`config.mk`:
```
export PLATFORM = sky130hd
export DESIGN_NAME = ldl_rr_arbiter_lock_flat
export DESIGN_NICKNAME = d
export VERILOG_FILES = /design/src/rtl/ldl_rr_arbiter_lock_if.sv /design/src/rtl/ldl_rr_arbiter_lock.sv /design/src/flat_wrapper.sv
export SDC_FILE = /design/constraint.sdc
export NUM_CORES = 1
export LEC_CHECK = 0
export ABC_AREA = 1
export BUFFER_PORTS_ARGS = -buffer_cell sky130_fd_sc_hd__buf_4
export CELL_PAD_IN_SITES_DETAIL_PLACEMENT = 0
export CELL_PAD_IN_SITES_GLOBAL_PLACEMENT = 1
export CORE_UTILIZATION = 38
export DETAILED_ROUTE_END_ITERATION = 8
export PLACE_DENSITY_LB_ADDON = 0.1
export REMOVE_ABC_BUFFERS = 1
export SYNTH_ARGS = -nofsm -noshare
export SYNTH_HDL_FRONTEND = slang
export SYNTH_SLANG_ARGS = --single-unit
```
`constraint.sdc`:
```
create_clock -name clk -period 3.7 [get_ports clk]
set_input_delay 0 -clock clk [delete_from_list [all_inputs] [get_ports clk]]
set_output_delay 0 -clock clk [all_outputs]
set_load 0.02 [all_outputs]
```
`src/rtl/ldl_rr_arbiter_lock_if.sv`:
```
// Request/grant bundle between requesters and the round-robin lock arbiter.
// The master drives enable and requests; the slave (arbiter) returns the grant.
interface ldl_rr_arbiter_lock_if #(
    parameter int ID_WIDTH = 2,
    parameter int REQ_NUM  = 1 << ID_WIDTH
);
    logic                en;
    logic [REQ_NUM-1:0]  req;
    logic [REQ_NUM-1:0]  gnt;
    logic [ID_WIDTH-1:0] gnt_id;
    logic                gnt_valid;
    logic                timeout;

    modport master (
        output en,
        output req,
        input  gnt,
        input  gnt_id,
        input  gnt_valid,
        input  timeout
    );

    modport slave (
        input  en,
        input  req,
        output gnt,
        output gnt_id,
        output gnt_valid,
        output timeout
    );
endinterface

```
`src/rtl/ldl_rr_arbiter_lock.sv`:
```
// Registered round-robin arbiter with grant locking and an optional hold limit.
// A grant stays with its owner while it keeps requesting, up to MAX_HOLD cycles.
module ldl_rr_arbiter_lock #(
    parameter int ID_WIDTH   = 2,
    parameter int REQ_NUM    = 1 << ID_WIDTH,
    parameter int MAX_HOLD   = 0,
    parameter int HOLD_WIDTH = 8
) (
    input  logic                  clk,
    input  logic                  rst_n,
    ldl_rr_arbiter_lock_if.slave  bus
);

    typedef enum logic {
        IDLE = 1'b0,
        BUSY = 1'b1
    } state_t;

    localparam int                    HOLD_LAST_I = (MAX_HOLD == 0) ? 0 : MAX_HOLD - 1;
    localparam logic [HOLD_WIDTH-1:0] HOLD_LAST   = HOLD_WIDTH'(HOLD_LAST_I);
    localparam logic                  HOLD_LIMIT  = (MAX_HOLD != 0);

    state_t              state_q, state_n;
    logic [REQ_NUM-1:0]  gnt_q, gnt_n;
    logic [ID_WIDTH-1:0] gnt_id_q, gnt_id_n;
    logic [ID_WIDTH-1:0] ptr_q, ptr_n;
    logic [HOLD_WIDTH-1:0] cnt_q, cnt_n;
    logic                timeout_q, timeout_n;

    logic                owner_req;
    logic                expire;
    logic [REQ_NUM-1:0]  cand;

    // Lowest set bit at or above the pointer; falls back to lowest set bit overall.
    function automatic logic [REQ_NUM-1:0] sel_onehot(
        input logic [REQ_NUM-1:0]  r,
        input logic [ID_WIDTH-1:0] p
    );
        logic [REQ_NUM-1:0] m;
        logic [REQ_NUM-1:0] pick;
        logic               found;
        m = '0;
        for (int i = 0; i < REQ_NUM; i++) begin
            m[i] = r[i] && (i >= int'(p));
        end
        if (m == '0) begin
            m = r;
        end
        pick  = '0;
        found = 1'b0;
        for (int i = 0; i < REQ_NUM; i++) begin
            if (m[i] && !found) begin
                pick[i] = 1'b1;
                found   = 1'b1;
            end
        end
        return pick;
    endfunction

    function automatic logic [ID_WIDTH-1:0] onehot_to_id(input logic [REQ_NUM-1:0] oh);
        logic [ID_WIDTH-1:0] id;
        id = '0;
        for (int i = 0; i < REQ_NUM; i++) begin
            if (oh[i]) begin
                id = id | ID_WIDTH'(i);
            end
        end
        return id;
    endfunction

    function automatic logic [ID_WIDTH-1:0] next_ptr(input logic [ID_WIDTH-1:0] id);
        logic [ID_WIDTH-1:0] p;
        if (int'(id) >= REQ_NUM - 1) begin
            p = '0;
        end else begin
            p = id + 1'b1;
        end
        return p;
    endfunction

    function automatic logic [HOLD_WIDTH-1:0] cnt_inc(input logic [HOLD_WIDTH-1:0] c);
        logic [HOLD_WIDTH-1:0] n;
        if (c == '1) begin
            n = c;
        end else begin
            n = c + 1'b1;
        end
        return n;
    endfunction

    // State register: every output is taken straight from these flops.
    always_ff @(posedge clk or negedge rst_n) begin
        if (!rst_n) begin
            state_q   <= IDLE;
            gnt_q     <= '0;
            gnt_id_q  <= '0;
            ptr_q     <= '0;
            cnt_q     <= '0;
            timeout_q <= 1'b0;
        end else begin
            state_q   <= state_n;
            gnt_q     <= gnt_n;
            gnt_id_q  <= gnt_id_n;
            ptr_q     <= ptr_n;
            cnt_q     <= cnt_n;
            timeout_q <= timeout_n;
        end
    end

    // gnt is one-hot, so masking req with it yields the owner's own request.
    assign owner_req = |(gnt_q & bus.req);
    assign expire    = HOLD_LIMIT && owner_req && (cnt_q == HOLD_LAST);

    always_comb begin
        state_n   = state_q;
        gnt_n     = gnt_q;
        ptr_n     = ptr_q;
        cnt_n     = cnt_q;
        timeout_n = 1'b0;
        cand      = bus.req;
        case (state_q)
            IDLE: begin
                if (bus.en && (|bus.req)) begin
                    gnt_n   = sel_onehot(bus.req, ptr_q);
                    cnt_n   = '0;
                    state_n = BUSY;
                end
            end
            BUSY: begin
                if (owner_req && !expire) begin
                    cnt_n = cnt_inc(cnt_q);
                end else begin
                    // Release or expiry: rotate past the owner and try a same-edge handover.
                    ptr_n     = next_ptr(gnt_id_q);
                    timeout_n = expire;
                    cand      = expire ? (bus.req & ~gnt_q) : bus.req;
                    cnt_n     = '0;
                    if (bus.en && (|cand)) begin
                        gnt_n   = sel_onehot(cand, ptr_n);
                        state_n = BUSY;
                    end else begin
                        gnt_n   = '0;
                        state_n = IDLE;
                    end
                end
            end
            default: begin
                gnt_n   = '0;
                cnt_n   = '0;
                state_n = IDLE;
            end
        endcase
        gnt_id_n = onehot_to_id(gnt_n);
    end

    always_comb begin
        bus.gnt       = gnt_q;
        bus.gnt_id    = gnt_id_q;
        bus.gnt_valid = |gnt_q;
        bus.timeout   = timeout_q;
    end

endmodule

```
`src/flat_wrapper.sv`:
```
// flat-port wrapper written by rule: the top's interface ports become plain ports
module ldl_rr_arbiter_lock_flat 
#(
    parameter int ID_WIDTH   = 2,
    parameter int REQ_NUM    = 1 << ID_WIDTH,
    parameter int MAX_HOLD   = 0,
    parameter int HOLD_WIDTH = 8
)
  (clk, rst_n, bus_en, bus_req, bus_gnt, bus_gnt_id, bus_gnt_valid, bus_timeout);
  ldl_rr_arbiter_lock_if #(.ID_WIDTH(ID_WIDTH), .REQ_NUM(REQ_NUM)) bus_i ();
  input  logic clk;
  input  logic rst_n;
  input wire logic [$bits(bus_i.en)-1:0] bus_en;
  input wire logic [$bits(bus_i.req)-1:0] bus_req;
  output wire logic [$bits(bus_i.gnt)-1:0] bus_gnt;
  output wire logic [$bits(bus_i.gnt_id)-1:0] bus_gnt_id;
  output wire logic [$bits(bus_i.gnt_valid)-1:0] bus_gnt_valid;
  output wire logic [$bits(bus_i.timeout)-1:0] bus_timeout;
  assign bus_i.en = bus_en;
  assign bus_i.req = bus_req;
  assign bus_gnt = bus_i.gnt;
  assign bus_gnt_id = bus_i.gnt_id;
  assign bus_gnt_valid = bus_i.gnt_valid;
  assign bus_timeout = bus_i.timeout;
  ldl_rr_arbiter_lock #(.ID_WIDTH(ID_WIDTH), .REQ_NUM(REQ_NUM), .MAX_HOLD(MAX_HOLD), .HOLD_WIDTH(HOLD_WIDTH)) u_core (.clk(clk), .rst_n(rst_n), .bus(bus_i));
endmodule
```
==> results_dict.tcl <==
set metrics [dict create \
    fin_crit_ps 1590 \
    synth_seq_cells 9 \
    cts_tree "built" \
    fin_skew_ps 4.36 \
    arrival_ps 1740 \
    final-seq-area_um2 225 \
    max_clock_freq_mhz 629 \
    power.leakage_uw 0.000467 \
    final-setup-viol-count 0 \
    synth.distinct_cells 21 \
    clk_path_buf_depth 2 \
    clkLatencyLatePin_ps 260 \
    io_buffers 13 \
    synth-main-ff-cell "dfrtp_1" \
    grt_overflow 0 \
    nets 126 \
    first_iter_violations 8 \
    postCtsSetupBuffers 0 \
    numCtsBuffers 3 \
    syn_avg_cell_area_um2 6.53 \
    setup_ws_ps 2110 \
    synth_edf_count 0 \
    routed_wl_mm 1.54 \
    clock_sinks 9 \
    core_um2 1540 \
    yosys.area.top_type "dfrtp_1" \
    h-tree-depth 1 \
    post-place-ws_ps 2120 \
    grt_pass1_wl_mm 2.67 \
    fillers 160 \
    timing.final.crit_share_pct 43.0 \
    antenna_found_initial 0 \
    viasPerCell 5.00 \
    ys_top_cells_by_area "dfrtp_1, nand2_1, nand3_1, inv_1, ha_1" \
    wire_per_inst_um 11.7 \
    die_x_um 43.3 \
    cp-start-kind "register" \
    vias 660 \
    hold_viol_final 0 \
    cts_resized 0 \
    yosysWarnings 0 \
    dp_hpwl_mm 1.25 \
    first_pass_iters 4 \
    design.die.area_um2 1870 \
    diodes 0 \
    yosysTopAreaCellShare_pct 34.8 \
    rsz0062_at_grt "no" \
    row_count 14 \
    cts-root-buf "clkbuf_4" \
    grt_usage_pct 19.7 \
    start_util_pct 42.0 \
    synthCells 99 \
    fin_area_um2 795 \
    drv_cap 0 \
    synthTopCellsByCount "nand2_1, inv_1, nand3_1" \
    setup_tns_ps 0 \
    placed_area_um2 757 \
    ir_drop_mv 0.438 \
    drc 0 \
    layout-drive-gt1-share_pct 24.1 \
    syn_to_final_growth_pct 22.8 \
    crit_type "reg -> reg" \
    slew_violations 0 \
    globalplace.congestion 0.865 \
    grt_pass1_vias 622 \
    status "finished clean" \
    ys_seq_area_share_pct 34.8 \
    multi_input_area_um2 349 \
    fin_hold_ws_ps 32.6 \
    grt_max_degree 10 \
    syn_area_um2 647 \
    ant_nets 0 \
    io_pins 15 \
    end_kind "register" \
    p_per_area_nw_per_um2 795 \
    die_y_um 43.3 \
    path_max_fanout 4 \
    clk_pin_slew_ps 70 \
    cp.required_ps 3850 \
    async_reset_ff_share_pct 100 \
    hold_path.class "in -> reg" \
    yosysMostFrequentCell "nand2_1" \
]
[worst max-delay path, cell delays in order, from the launching register on]
cell and delay, ps:
dfrtp_1 390, inv_1 60, ha_1 300, nand2_1 100, nand2_1 60, inv_2 60
nand3_1 70, nand2_1 100, inv_2 50, nand3_1 70, nand2_1 50, nand2_1 110
nand2_1 70
[cell type report]
type / instances / area share [%]
tap: 16 / 2.52
timing repair buffer: 14 / 13.5
clock inverter: 1 / 0.630
sequential: 9 / 28.3
inverter: 17 / 8.19
multi-input combinational: 72 / 43.9
clock buffer: 3 / 2.83
[flip-flops by register name (all words and copies together), names as in the netlist]
signal / flops
u_core.bus.gnt: 4
u_core.ptr_q: 2
u_core.bus.gnt_id: 2
u_core.state_q: 1
[repair_timing]
action                                  CTS  global route
hold buffers                              1             0
endpoints found under the setup margin    0             0
hold endpoints to repair                  9             0
[per-layer routing]
metal	share of wire, %	GRT usage (%)
met1	49	26.6
met3	4.1	1.28
met2	45	30.1
met4	1.1	12.1
met5	0	0
[cells in the final DEF (no fill, tap or decap), types with 3 or more instances in the layout]
cell       n
a21oi_1    3
dfrtp_1    9
inv_1     12
nand3_1   11
clkbuf_4   3
buf_4     13
nand2_1   38
nor2_1     3
nand2_2    3
inv_2      4
[report_power, final]
part	internal, µW	switching [µW]
clock	39.8	35.5
combinational	142	230
sequential	144	40.6
total	326	306
[logic make-up (layout without fill, tap and decap cells)]
group	after synthesis	count (layout)	synth area share [%]
buffers and inverters	18	35	11.2
adder cells (fa/ha/maj)	2	2	3.87
other	1	1	0.580
flip-flops	9	9	34.8
AND/OR/NAND/NOR	60	60	41.4
AO/OA/AOI/OAI	9	9	8.12
[through the flow]
| step | utilization, % | total power, µW | instances |
|---|---|---|---|
| 6_report | 51.5 | 632 | 132 |
| 5_1_grt | 51.5 | 689 | 132 |
| 4_1_cts | 51.5 | 637 | 132 |
| 3_5_place_dp | 49.1 | 559 | 127 |
| 3_3_place_gp | 49.1 | 554 | 127 |
| 2_1_floorplan | - | 435 | 98 |
[final timing paths]
path	from	endpoint	slack, ps	cells after the start
max in group asynchronous	rst_n	u_core.state_q$_DFF_PN0_	3470	2
setup / recovery	u_core.bus.gnt_id[0]$_DFF_PN0_	u_core.bus.gnt_id[1]$_DFF_PN0_	2110	12
setup reg to reg	u_core.bus.gnt_id[0]$_DFF_PN0_	u_core.bus.gnt_id[1]$_DFF_PN0_	2110	12
hold reg to reg	u_core.ptr_q[1]$_DFFE_PN0P_	u_core.ptr_q[1]$_DFFE_PN0P_	510	2
min in group asynchronous	rst_n	u_core.bus.gnt[3]$_DFF_PN0_	90	2
hold / removal	bus_en	u_core.state_q$_DFF_PN0_	30	3
Power figures use the tool's default switching activity.
